==> config.mk <==
export PLATFORM = sky130hd
export DESIGN_NAME = step_ctrl
export DESIGN_NICKNAME = d
export VERILOG_FILES = /design/src/rtl/step_ctrl.sv
export SDC_FILE = /design/constraint.sdc
export NUM_CORES = 1
export LEC_CHECK = 0
export CAP_MARGIN = 25
export CORE_MARGIN = 3
export CORE_UTILIZATION = 45
export DETAILED_ROUTE_END_ITERATION = 10
export HOLD_SLACK_MARGIN = 0.12
export PLACE_DENSITY = 0.7
export SLEW_MARGIN = 10
export SYNTH_ARGS = -nofsm -noshare
export SYNTH_HDL_FRONTEND = slang
export SYNTH_SLANG_ARGS = --single-unit
==> constraint.sdc <==
create_clock -name clk_i -period 6.26 [get_ports clk_i]
set_input_delay 0.939 -clock clk_i [delete_from_list [all_inputs] [get_ports clk_i]]
set_output_delay 0.939 -clock clk_i [all_outputs]
set_load 0.005 [all_outputs]
==> src/rtl/step_ctrl.sv <==
// Step-pulse controller: paced one-clock enable pulses to an up/down counter, with abort.
// Optional reversal dead-time is built when STEP_CTRL_DEADTIME_EN is defined.
module step_ctrl #(
  parameter int unsigned DivW    = 16,
  parameter int unsigned StepsW  = 8,
  parameter int unsigned DeadCyc = 4
) (
  input  logic              clk_i,
  input  logic              rst_i,
  input  logic              cmd_valid_i,
  output logic              cmd_ready_o,
  input  logic              cmd_dir_i,
  input  logic [StepsW-1:0] cmd_steps_i,
  input  logic [DivW-1:0]   cmd_div_i,
  input  logic              stop_i,
  output logic              en_o,
  output logic              dir_o,
  output logic              busy_o,
  output logic              done_o,
  output logic              aborted_o,
  output logic [StepsW-1:0] steps_left_o
);

`ifdef STEP_CTRL_DEADTIME_EN
  typedef enum logic [1:0] {StIdle, StRun, StDead} state_e;
  logic [7:0] dead_q, dead_d;
`else
  typedef enum logic [1:0] {StIdle, StRun} state_e;
  logic unused_dead_cyc;
  assign unused_dead_cyc = ^DeadCyc;
`endif

  state_e            state_q, state_d;
  logic              en_q, en_d;
  logic              dir_q, dir_d;
  logic              done_q, done_d;
  logic              aborted_q, aborted_d;
  logic [StepsW-1:0] steps_q, steps_d;
  logic [DivW-1:0]   reload_q, reload_d;
  logic [DivW-1:0]   div_q, div_d;

  always_comb begin
    state_d   = state_q;
    en_d      = 1'b0;
    dir_d     = dir_q;
    done_d    = 1'b0;
    aborted_d = 1'b0;
    steps_d   = steps_q;
    reload_d  = reload_q;
    div_d     = div_q;
`ifdef STEP_CTRL_DEADTIME_EN
    dead_d    = dead_q;
`endif
    case (state_q)
      StIdle: begin
        if (cmd_valid_i) begin
          steps_d  = cmd_steps_i;
          reload_d = cmd_div_i;
          div_d    = cmd_div_i;
          dir_d    = cmd_dir_i;
          state_d  = StRun;
`ifdef STEP_CTRL_DEADTIME_EN
          if (cmd_dir_i != dir_q) begin
            state_d = StDead;
            dead_d  = 8'(DeadCyc - 1);
          end
`endif
        end
      end
      StRun: begin
        // An exhausted count completes normally even if stop arrives with the last pulse.
        if (steps_q == '0) begin
          done_d  = 1'b1;
          state_d = StIdle;
        end else if (stop_i) begin
          done_d    = 1'b1;
          aborted_d = 1'b1;
          state_d   = StIdle;
        end else if (div_q == '0) begin
          en_d    = 1'b1;
          steps_d = steps_q - StepsW'(1);
          div_d   = reload_q;
        end else begin
          div_d = div_q - DivW'(1);
        end
      end
`ifdef STEP_CTRL_DEADTIME_EN
      StDead: begin
        if (stop_i) begin
          done_d    = 1'b1;
          aborted_d = 1'b1;
          state_d   = StIdle;
        end else if (dead_q == '0) begin
          state_d = StRun;
        end else begin
          dead_d = dead_q - 8'd1;
        end
      end
`endif
      default: state_d = StIdle;
    endcase
  end

  always_ff @(posedge clk_i) begin
    if (rst_i) begin
      state_q   <= StIdle;
      en_q      <= 1'b0;
      dir_q     <= 1'b0;
      done_q    <= 1'b0;
      aborted_q <= 1'b0;
      steps_q   <= '0;
      reload_q  <= '0;
      div_q     <= '0;
`ifdef STEP_CTRL_DEADTIME_EN
      dead_q    <= '0;
`endif
    end else begin
      state_q   <= state_d;
      en_q      <= en_d;
      dir_q     <= dir_d;
      done_q    <= done_d;
      aborted_q <= aborted_d;
      steps_q   <= steps_d;
      reload_q  <= reload_d;
      div_q     <= div_d;
`ifdef STEP_CTRL_DEADTIME_EN
      dead_q    <= dead_d;
`endif
    end
  end

  assign cmd_ready_o  = (state_q == StIdle) && !rst_i;
  assign busy_o       = (state_q != StIdle);
  assign en_o         = en_q;
  assign dir_o        = dir_q;
  assign done_o       = done_q;
  assign aborted_o    = aborted_q;
  assign steps_left_o = steps_q;

endmodule

; ---- Word level (Yosys, flattened, before mapping)
; Cells that the tools add are included.
[classes]
add_sub_neg = 2
eq_ne = 6
muxes = 17
bitwise_logic = 1
reduce_logical = 14
[op_table]
columns = op, n
row1 = two-way mux 16 bit, 4
row2 = two-way mux 8 bit, 4
row3 = case mux 16 bit (2 select lines), 1
row4 = logical NOT 16 bit, 1
row5 = case mux 8 bit (2 select lines), 1
row6 = subtractor 16 x 1 -> 16 bit (second input constant), 1
row7 = logical NOT 8 bit, 1
row8 = inequality test 2 bit (second input constant), 4
row9 = subtractor 8 x 1 -> 8 bit (second input constant), 1
row10 = two-way mux 2 bit, 3
row11 = AND reduction 5 bit, 1
row12 = case mux 2 bit (2 select lines), 1
row13 = AND reduction 2 bit, 2
row14 = AND reduction 4 bit, 1
row15 = nonzero test 2 bit, 2
row16 = OR reduction 4 bit, 1
row17 = two-way mux 1 bit, 3
row18 = inequality test 3 bit (second input constant), 1
row19 = OR reduction 3 bit, 1
row20 = == test 2 x 1 -> 1 bit (second input constant), 1
row21 = logical NOT 2 bit, 1
row22 = OR reduction 2 bit, 1
row23 = logical AND 1 bit, 1
row24 = logical NOT 1 bit, 1
row25 = inverter 1 bit, 1
[word_totals]
ff_bits = 46
inputBits = 29
output_inout_bits = 14
word_cells = 48

; ---- Longest topological paths before layout
[logic_depth]
word_depth = 5
ltp_mapped = 8
depth_no_buf = 8

; ---- Worst setup path before layout
; OpenSTA, ideal clock, no wires.
[synth_path]
kind = input to output
startpoint = in rst_i
endpoint = out cmd_ready_o
t_arrival_ps = 1766
required_ps = 5321
path_slack_ps = 3555
cell_stages = 4
path_buffers = 3
path_cell_list = clkbuf_1 -> clkbuf_1 -> buf_1 -> nor2_1
[synth_between]
elab_chain_len = 2
[synth_lines]
columns = item, line_no
row1 = "start, declared", 9  ; input logic rst_i,
row2 = logical NOT 1 bit, 132  ; assign cmd_ready_o = (state_q == StIdle) && !rst_i;
row3 = logical AND 1 bit, 132
row4 = "end, declared", 11  ; output logic cmd_ready_o,
; Every way passes these cells.

; ---- Final worst setup path
; Same ends and word-level chain as after synthesis.

==> metrics.cfg <==
[sta]
worst_pin_slew_ns = 0.8555
rsz0062_at_grt = no
skew_ns = 0.003103
fin_setup_tns_ns = 0
setup_viol = 0
worst_hold_slack_ns = 0.4550
max_freq_mhz = 303.6
post-route-period-util = 0.5261
slew_violations = 0
relSlewSlack = 0.4297
hold_viol_final = 0
period_needed_ns = 3.294

[detailed_routing]
drtIter0Drc = 137
drt-pass1-iter-count = 4
drc = 0
wl_um = 5915
num_vias = 2295
ant_nets = 0
vias_per_cell = 5.598
routedWlPerCell_um = 14.43

[critical_path]
cpPeakStageDelay_ns = 0.47
r2r_cells = 6
r2r_end = steps_left_o[0]
worstSetupPathDepth = 4
cp_slowest_cell = clkdlybuf4s50_1
cp_data_arrival_time_ns = 2.35
r2r_slack_ns = 3.54
crit_path_start = rst_i
r2r-start = state_q[0]
endpoint_kind = primary output
crit_type = input port to primary output
critPathTopFamily = buffers and inverters
startpoint_type = input port
crit_chain = clkdlybuf4s50_1 -> buf_4 -> nor2_1 -> clkdlybuf4s50_1
critPathBufInv = 3
worstPathRequired_ns = 5.32
critPathMaxFanout = 43
crit_top_cell = clkdlybuf4s50_1

[floorplan]
io_pins = 43
core_um2 = 4880
dieArea_um2 = 6152
fp-row-count = 25
die_x_um = 78.44
dieHeight_um = 78.44
start_util = 0.4838

[yosys]
syn_nets = 342
ys_top_cells_by_area = dfxtp_1 38%, nand2_1 10%, nor2_1 6.5%
ys_types = 50
synth.avg_cell_area_um2 = 7.641
ys_ff_latch = 45
syn_inst = 309
yosysTopAreaCell = dfxtp_1
synth_seq_area_share = 0.3816
synth_warnings = 0
synth_top_area_frac = 0.3816
synthFlopType = dfxtp_1
synth_edf_count = 0
synth_async_sr_flop_share = 0
synth_area_um2 = 2361

[clocking]
cts_buffers = 5
cts_tree = done
cts_setup_buffers = 0
cts_hold_buf = 0
cts.reportedPaths.clkPinSlew_ns = 0.08
cts_htree_levels = 2
worstSkewPairLatency_ns = 0.29
clockRootBuffer = clkbuf_8
cts_sinks = 45
clk_path_buf_depth = 2
cts-resized-gates = 0

[pwr]
power_density_nw_per_um2 = 237.7
swShare = 0.3210
peakVddDrop_uv = 122.9
seq_power_share = 0.487
leakage_nw = 1.079
p_switching_mw = 0.2212
combPwrFrac = 0.270
p_total_mw = 0.6893
internal_power_mw = 0.4680
power.share.clock = 0.243

[finish]
layout_common_cells = 63 x nand2_1, 45 x dfxtp_1, 42 x clkdlybuf4s50_1
final_layout_size_suffix_gt1_frac = 0.04373
fin_area_um2 = 2900
antenna_cells = 0
final_util = 0.5944
final_common_cell = nand2_1
synthToLayoutAreaGrowth_pct = 22.84
nets = 377

[job]
maxCapViolCount = 0

[place]
hpwlAfterDp_um = 4118
dpl_cell_area_um2 = 2826
port_buffers = 42
gp_congestion = 0.8062

[min_path]
hold_path_class = flop to flop
hold-path-endpoint = dir_o
hold_depth = 2
hold_start = dir_o

[global_routing]
grt_pass1_vias = 2081
antenna_found_initial = 0
overflow = 0
grt_pass1_wl_um = 10070
grtUsageTotal = 0.2045
grt_start_max_net_pins = 44

[outcome]
outcome = finished clean

-- worst reg2reg max path, delay by kind of cell, from the launching register on --
family / cells / cell delay [ns]
flops: 1 / 0.84
compound gates: 3 / 0.81
simple gates: 2 / 0.65
buf+inv: 1 / 0.29
-- logic make-up (layout without fill, tap and decap cells) --
kind of cell    after synthesis  count (layout)  share of synthesized area
buf+inv                      25              59                    0.04133
flops                        45              45                     0.3816
xor+xnor                      7               7                    0.02597
simple gates                139             139                     0.2745
fa+ha+maj                     4               4                    0.02120
compound gates               86              86                     0.2422
mux                           3               3                    0.01325
-- layer usage --
| layer | GRT usage | share of wire | vias to the layer above |
|---|---|---|---|
| li1 | - | - | 1174 |
| met1 | 0.2646 | 0.46 | 1046 |
| met2 | 0.3322 | 0.47 | 66 |
| met3 | 0.04587 | 0.059 | 9 |
| met4 | 0.07692 | 0.013 | 0 |
| met5 | 0 | 0 | - |
-- sequential cells by signal, indices dropped and copies added, names as in the netlist --
name and count:
aborted_o 1, reload_q 16, done_o 1, div_q 16, dir_o 1, en_o 1, steps_left_o 8, state_q 1
-- cell usage after synthesis (2+ instances only) --
master     number
nand2_1        63
dfxtp_1        45
nor2_1         41
a21oi_1        25
clkbuf_1       12
a31oi_1         8
inv_1           8
a211oi_1        7
o21ai_0         7
o21ai_1         6
a2111oi_1       5
nand4_1         5
nor3_1          5
o211ai_1        5
ha_1            4
nor2b_1         4
o22ai_1         4
xor2_1          4
a21boi_0        3
a32oi_1         3
buf_2           3
nor4_1          3
xnor2_1         3
buf_1           2
mux2i_1         2
nand2b_1        2
nand3_1         2
nand3b_1        2
nor3b_1         2
o221ai_1        2
or3_1           2
or4_1           2
-- power by group through the flow --
stage	clock network, mW	logic, mW	registers (mW)
2_1_floorplan	0	0.131	0.334
3_3_place_gp	0	0.184	0.342
3_5_place_dp	0	0.186	0.342
4_1_cts	0.173	0.187	0.336
5_1_grt	0.185	0.210	0.340
6_report	0.168	0.186	0.336
-- how the worst max path moves through the flow --
stage               slack [ns]          end
global placement          2.96  cmd_ready_o
CTS                       2.96  cmd_ready_o
finish                    2.97  cmd_ready_o
floorplan                 3.56  cmd_ready_o
global route              2.83  cmd_ready_o
detailed placement        2.97  cmd_ready_o
-- final cells by class --
cell class | count | area, um^2
Clock buffer | 5 | 68.82
Multi-Input combinational cell | 239 | 1369
Sequential cell | 45 | 900.9
Inverter | 8 | 30.03
Timing Repair Buffer | 45 | 442.9
Tap cell | 67 | 83.83
Fill cell | 466 | 1979
Clock inverter | 1 | 5.005
-- through the flow --
stage / std cells / setup slack, ns
2_1_floorplan: 309 / 3.555
3_3_place_gp: 404 / 2.957
3_5_place_dp: 404 / 2.972
4_1_cts: 410 / 2.960
5_1_grt: 410 / 2.828
6_report: 410 / 2.966
Note: power is estimated with default switching activity, not from simulation.
